--- config.mk ---
export PLATFORM = sky130hd
export DESIGN_NAME = mem_req_sched
export DESIGN_NICKNAME = d
export VERILOG_FILES = /design/src/rtl/mem_req_sched.sv
export SDC_FILE = /design/constraint.sdc
export NUM_CORES = 1
export LEC_CHECK = 0
export CORE_MARGIN = 3
export CORE_UTILIZATION = 53
export CTS_BUF_LIST = sky130_fd_sc_hd__clkbuf_4
export DETAILED_ROUTE_END_ITERATION = 10
export GPL_ROUTABILITY_DRIVEN = 0
export PLACE_DENSITY_LB_ADDON = 0.05
export SKIP_LAST_GASP = 1
export SYNTH_ARGS = -nofsm -noshare
export SYNTH_HDL_FRONTEND = slang
export SYNTH_SLANG_ARGS = --single-unit
--- constraint.sdc ---
create_clock -name i_clk -period 2.8 [get_ports i_clk]
set_input_delay 0.28 -clock i_clk [delete_from_list [all_inputs] [get_ports i_clk]]
set_output_delay 0.28 -clock i_clk [all_outputs]
set_load 0.005 [all_outputs]
--- src/rtl/mem_req_sched.sv ---
// mem_req_sched: arbitrates the shared memory_system port between the load
// queue and the store queue. Loads win by default; a saturating age counter
// forces a pending store through after STR_MAX_WAIT lost arbitrations.
// Optional watchdog: define MEM_SCHED_TIMEOUT_EN to abort WAIT after TIMEOUT
// cycles without done and raise a sticky o_tmo_err.
//
// Handshake: i_ld_req / i_str_req are level requests that the queues hold until
// they see their grant. A grant (o_ld_grnt / o_str_grnt) rises one cycle after
// arbitration, together with the 1-cycle o_enable strobe. It stays high until
// the cycle in which i_done is sampled high, so a queue may qualify i_done
// with its own grant. i_done is only meaningful while a grant is high.
module mem_req_sched #(
    parameter int STR_MAX_WAIT = 4,
    parameter int CW           = 3,
    parameter int TIMEOUT      = 255
) (
    input  logic          i_clk,
    input  logic          i_rst,
    input  logic          i_ld_req,
    input  logic          i_str_req,
    input  logic          i_idle,
    input  logic          i_done,
    input  logic          i_flsh,
    output logic          o_ld_grnt,
    output logic          o_str_grnt,
    output logic          o_addr_sel,
    output logic          o_rd_wrt_ca,
    output logic          o_enable,
    output logic          o_busy,
    output logic [15:0]   o_ld_cnt,
    output logic [15:0]   o_str_cnt,
    output logic          o_tmo_err,
    output logic [1:0]    o_dbg_state,
    output logic [CW-1:0] o_dbg_age
);

    typedef enum logic [1:0] {
        S_IDLE  = 2'd0,
        S_ISSUE = 2'd1,
        S_WAIT  = 2'd2
    } state_t;

    state_t        r_state;
    state_t        w_next;
    logic          r_sel_str;   // owner of the current transaction: 1 = store
    logic [CW-1:0] r_age;
    logic [15:0]   r_ld_cnt;
    logic [15:0]   r_str_cnt;

    logic w_arb;
    logic w_str_win;
    logic w_age_max;
    logic w_done;
    logic w_tmo;
    logic w_in_txn;

    // Arbitration is only evaluated from IDLE with a ready memory system
    assign w_arb     = (r_state == S_IDLE) && i_idle && (i_ld_req || i_str_req) && !i_flsh;
    assign w_age_max = (r_age == CW'(STR_MAX_WAIT));
    assign w_str_win = i_str_req && (!i_ld_req || w_age_max);
    assign w_done    = (r_state == S_WAIT) && i_done;
    assign w_in_txn  = (r_state != S_IDLE);

`ifdef MEM_SCHED_TIMEOUT_EN
    localparam int TW = ($clog2(TIMEOUT + 1) > 8) ? $clog2(TIMEOUT + 1) : 8;

    logic [TW-1:0] r_wdog;
    logic          r_tmo_err;

    // Abort on the edge that closes the TIMEOUT-th WAIT cycle without done
    assign w_tmo = (r_state == S_WAIT) && !i_done && (r_wdog == TW'(TIMEOUT - 1));

    // Watchdog counts WAIT cycles, restarting on every entry to WAIT
    always_ff @(posedge i_clk) begin
        if (!i_rst) begin
            r_wdog    <= '0;
            r_tmo_err <= 1'b0;
        end else begin
            if (r_state == S_ISSUE) begin
                r_wdog <= '0;
            end else if (r_state == S_WAIT) begin
                r_wdog <= r_wdog + TW'(1);
            end
            if (w_tmo) begin
                r_tmo_err <= 1'b1;
            end
        end
    end

    assign o_tmo_err = r_tmo_err;
`else
    localparam logic [31:0] TMO_L = TIMEOUT;

    logic w_unused_tmo;

    // Without the watchdog WAIT lasts until done; TIMEOUT has no effect
    assign w_unused_tmo = ^TMO_L;
    assign w_tmo        = 1'b0;
    assign o_tmo_err    = 1'b0;
`endif

    // State register
    always_ff @(posedge i_clk) begin
        if (!i_rst) begin
            r_state <= S_IDLE;
        end else begin
            r_state <= w_next;
        end
    end

    // Next-state logic: IDLE -> ISSUE -> WAIT -> IDLE
    always_comb begin
        w_next = r_state;
        case (r_state)
            S_IDLE: begin
                if (w_arb) begin
                    w_next = S_ISSUE;
                end
            end
            S_ISSUE: begin
                w_next = S_WAIT;
            end
            S_WAIT: begin
                if (i_done || w_tmo) begin
                    w_next = S_IDLE;
                end
            end
            default: begin
                w_next = S_IDLE;
            end
        endcase
    end

    // Latch the arbitration winner; it is held for the whole transaction
    always_ff @(posedge i_clk) begin
        if (!i_rst) begin
            r_sel_str <= 1'b0;
        end else if (w_arb) begin
            r_sel_str <= w_str_win;
        end
    end

    // Store age: counts loads that beat a pending store, saturating at the limit
    always_ff @(posedge i_clk) begin
        if (!i_rst) begin
            r_age <= '0;
        end else if (i_flsh) begin
            r_age <= '0;
        end else if (w_arb) begin
            if (w_str_win) begin
                r_age <= '0;
            end else if (i_str_req && !w_age_max) begin
                r_age <= r_age + CW'(1);
            end
        end
    end

    // Completion counters, stepped on the done cycle of the owning class
    always_ff @(posedge i_clk) begin
        if (!i_rst) begin
            r_ld_cnt  <= '0;
            r_str_cnt <= '0;
        end else if (w_done) begin
            if (r_sel_str) begin
                r_str_cnt <= r_str_cnt + 16'd1;
            end else begin
                r_ld_cnt <= r_ld_cnt + 16'd1;
            end
        end
    end

    // Outputs are decoded from registered state only; no input-to-output paths
    assign o_ld_grnt   = w_in_txn && !r_sel_str;
    assign o_str_grnt  = w_in_txn && r_sel_str;
    assign o_addr_sel  = w_in_txn && r_sel_str;
    assign o_rd_wrt_ca = w_in_txn && r_sel_str;
    assign o_enable    = (r_state == S_ISSUE);
    assign o_busy      = w_in_txn;
    assign o_ld_cnt    = r_ld_cnt;
    assign o_str_cnt   = r_str_cnt;
    assign o_dbg_state = r_state;
    assign o_dbg_age   = r_age;

endmodule

==> results.ini <==
[worst_setup_path]
path_cells=nor2_1 > nor2_1 > clkdlybuf4s50_1
crit_slowest_cell=clkdlybuf4s50_1
slowest_delay_ns=0.54
ff2ff_setup_slack_ns=0.87
r2r_cells=4
cpLargestDelayFamily=buffers and inverters
r2r-end=o_ld_cnt[14]
cp.required_ns=2.52
path_max_fanout=8
r2r-start=o_ld_cnt[3]
start_kind=register
worstSetupPathType=register to output pin
critical_path_buf_inv_count=1
arrival_ns=1.67
end_kind=output pin
path_common_cell=nor2_1

[yosys]
synth.top_cell.area_share_pct=42.19
yosysTopAreaCell=dfxtp_1
synth_area_leaders=dfxtp_1 42%, nor2_1 5.8%, nand2_1 4.4%
synth.distinct_cells=40
synth-simple-area-share_pct=30.26
syn_inst=209
muxShareOfSynthArea_pct=4.511
synth_fa_ha_area_share_pct=2.776
synth_nets=220
synth-compound-area-share_pct=6.870
synth_seq_area_share_pct=42.19
synth-seq-cells=38
synthXorXnorAreaFrac_pct=8.744
syn_area_um2=1803
synth.avg_cell_area_um2=8.627
yosysWarnings=0
synth_top_family_by_area=simple AND/OR/NAND/NOR gates

[drt]
drcViolationCount=0
drt-wirelength-per-cell_um=12.32
drt-pass1-iter-count=4
wirelength_um=3732
vias_per_cell=5.267
drtAntennaViolNets=0
drtIter0Drc=141
vias=1596

[final_layout]
post_route_cells_drive_above_1_share_pct=5.405
fin_util_pct=74.80
layout.nets=269
multiInputGateArea_um2=962.2
fillers=250
antennaDiodeCount=0
regArea_um2=760.7
syn_to_final_growth_pct=30.81

[global_routing]
gr-total-overflow=0
grt_max_degree=29
grt_pass1_wl_um=6492
grt_antenna_before_repair=0
grt_pass1_vias=1459
grt_use_total_pct=19.76

[worst_hold_path]
worstHoldStart=o_str_cnt[15]
min_path_type=register to register
hold_depth=2
hold_end=o_str_cnt[15]

[floorplan]
rows=20
start_util_pct=57.18
dieArea_um2=4138
die_width_um=64.33
top_level_ports=51
core-area_um2=3153
die_h_um=64.33

[cts]
cts_hold_buf=0
cts_resized=0
clk_path_buf_depth=2
path_clk_slew_ns=0.10
insertion_delay_ns=0.35
clock-sinks=38
post_cts_buffers=0
numCtsBuffers=5
cts_tree=built
root_buffer=clkbuf_4
cts_max_level=2

[power]
pwr-share-clk_pct=30.9
power.leakage_nw=0.8723
power_mw=0.8577
seqPwrFrac_pct=63.6
vdd_drop_max_v=0.0002607
p_sw_share_pct=23.67
switchingPower_mw=0.2030
p_int_mw=0.6547
comb_power_share_pct=5.5
pwr_density_cell_nw_per_um2=363.7

[sta]
fin_setup_tns_ns=0
setup-violations-final=0
clock_skew_ns=0.007265
finalHoldViolCount=0
period_needed_ns=1.952
slew_headroom_pct=63.51
hold_ws_ns=0.4789
worstMarginPinSlew_ns=0.5397
rsz0062_at_grt=false
post-route-period-util_pct=69.72
slew_viol_final=0
clock.fmax_mhz=512.3

[placement]
port_buffers=49
dpl.hpwl_um=2755

[job]
cap_violations=0

[run_status]
status=complete, no violations

synthesized netlist by cell type:
cell type and count:
clkbuf_1 1, inv_2 1, or4_1 4, xnor2_1 9, nand2b_1 7, and4b_2 1
o211ai_1 1, and3_1 3, mux2_2 1, a32oi_1 1, and4b_1 1, buf_4 4
and3_2 1, a21oi_1 10, or3_1 2, dfxtp_1 38, nand4_1 9, o31ai_1 4
nand2_4 1, xor2_1 9, conb_1 1, nor2b_1 2, nor2_1 28, nor3_1 3
a21bo_2 1, nor4b_1 1, nand2_1 21, nor4_1 4, buf_2 1, nand3_1 10
and4_4 1, nand4b_2 1, o21ai_0 2, buf_1 2, o21a_1 1, nor4bb_1 1
and2_1 2, inv_1 8, mux2i_1 7, ha_1 4
worst reg2reg max path, cell delays in order, from the launching register on:
cell and delay, ns:
dfxtp_1 0.45, and4_4 0.28, nand4_1 0.35, or4_1 0.62, a21oi_1 0.16
power groups by stage:
stage | clock network (mW) | logic [mW] | registers [mW]
6_report | 0.265 | 0.0468 | 0.546
5_1_grt | 0.302 | 0.0517 | 0.547
4_1_cts | 0.274 | 0.0469 | 0.546
3_5_place_dp | 0 | 0.0466 | 0.558
3_3_place_gp | 0 | 0.0458 | 0.558
2_1_floorplan | 0 | 0.0246 | 0.557
through the flow:
stage | instance area (um2) | worst slack, ns | cells
2_1_floorplan | 1803 | 1.207 | 209
5_1_grt | 2359 | 0.7073 | 303
3_5_place_dp | 2310 | 0.6795 | 295
3_3_place_gp | 2310 | 0.7132 | 295
6_report | 2359 | 0.8480 | 303
4_1_cts | 2359 | 0.8456 | 303
state kept, by name, indices dropped and copies added, names as in the netlist:
signal,flops
o_dbg_state,2
o_str_cnt,16
r_sel_str,1
o_ld_cnt,16
o_dbg_age,3
layer usage:
layer	track usage, %	wire length (um)
met5	0	0
met4	9.763	86
met3	5.975	240
met2	29.38	1549
met1	25.84	1856
layout by cell type (no fill, tap or decap), types with 5 or more instances in the layout:
| master | Yosys | final |
|---|---|---|
| mux2i_1 | 7 | 7 |
| nand3_1 | 10 | 10 |
| a21oi_1 | 10 | 10 |
| nand4_1 | 9 | 9 |
| clkbuf_4 | 0 | 5 |
| nand2b_1 | 7 | 7 |
| dfxtp_1 | 38 | 38 |
| xnor2_1 | 9 | 9 |
| clkdlybuf4s50_1 | 0 | 49 |
| xor2_1 | 9 | 9 |
| inv_1 | 8 | 8 |
| nor2_1 | 28 | 28 |
| nand2_1 | 21 | 21 |
worst max-delay path by stage:
| stage | end | cells past startpoint | from |
|---|---|---|---|
| after CTS | o_rd_wrt_ca | 3 | o_dbg_state[1] |
| after global routing | o_ld_cnt[14] | 4 | o_ld_cnt[3] |
| after detailed placement | o_ld_cnt[13] | 6 | i_done |
| final | o_rd_wrt_ca | 3 | o_dbg_state[1] |
| after global placement | o_ld_cnt[13] | 6 | i_done |
| after floorplan | o_ld_cnt[14] | 5 | o_ld_cnt[3] |
cell type report:
class / count / share of cell area (%)
clock buffers: 5 / 1.592
clock inverters: 3 / 0.4775
inverters: 9 / 1.432
multi-input cells: 154 / 40.80
flip-flops and latches: 38 / 32.25
well taps: 44 / 2.334
repair buffers: 50 / 21.11
kinds of logic after synthesis:
group,Yosys count
mux,8
other cells,1
buf+inv,17
xor+xnor,18
simple gates,103
fa+ha+maj,4
compound gates,20
flops,38
Note: power is estimated with default switching activity, not from simulation.
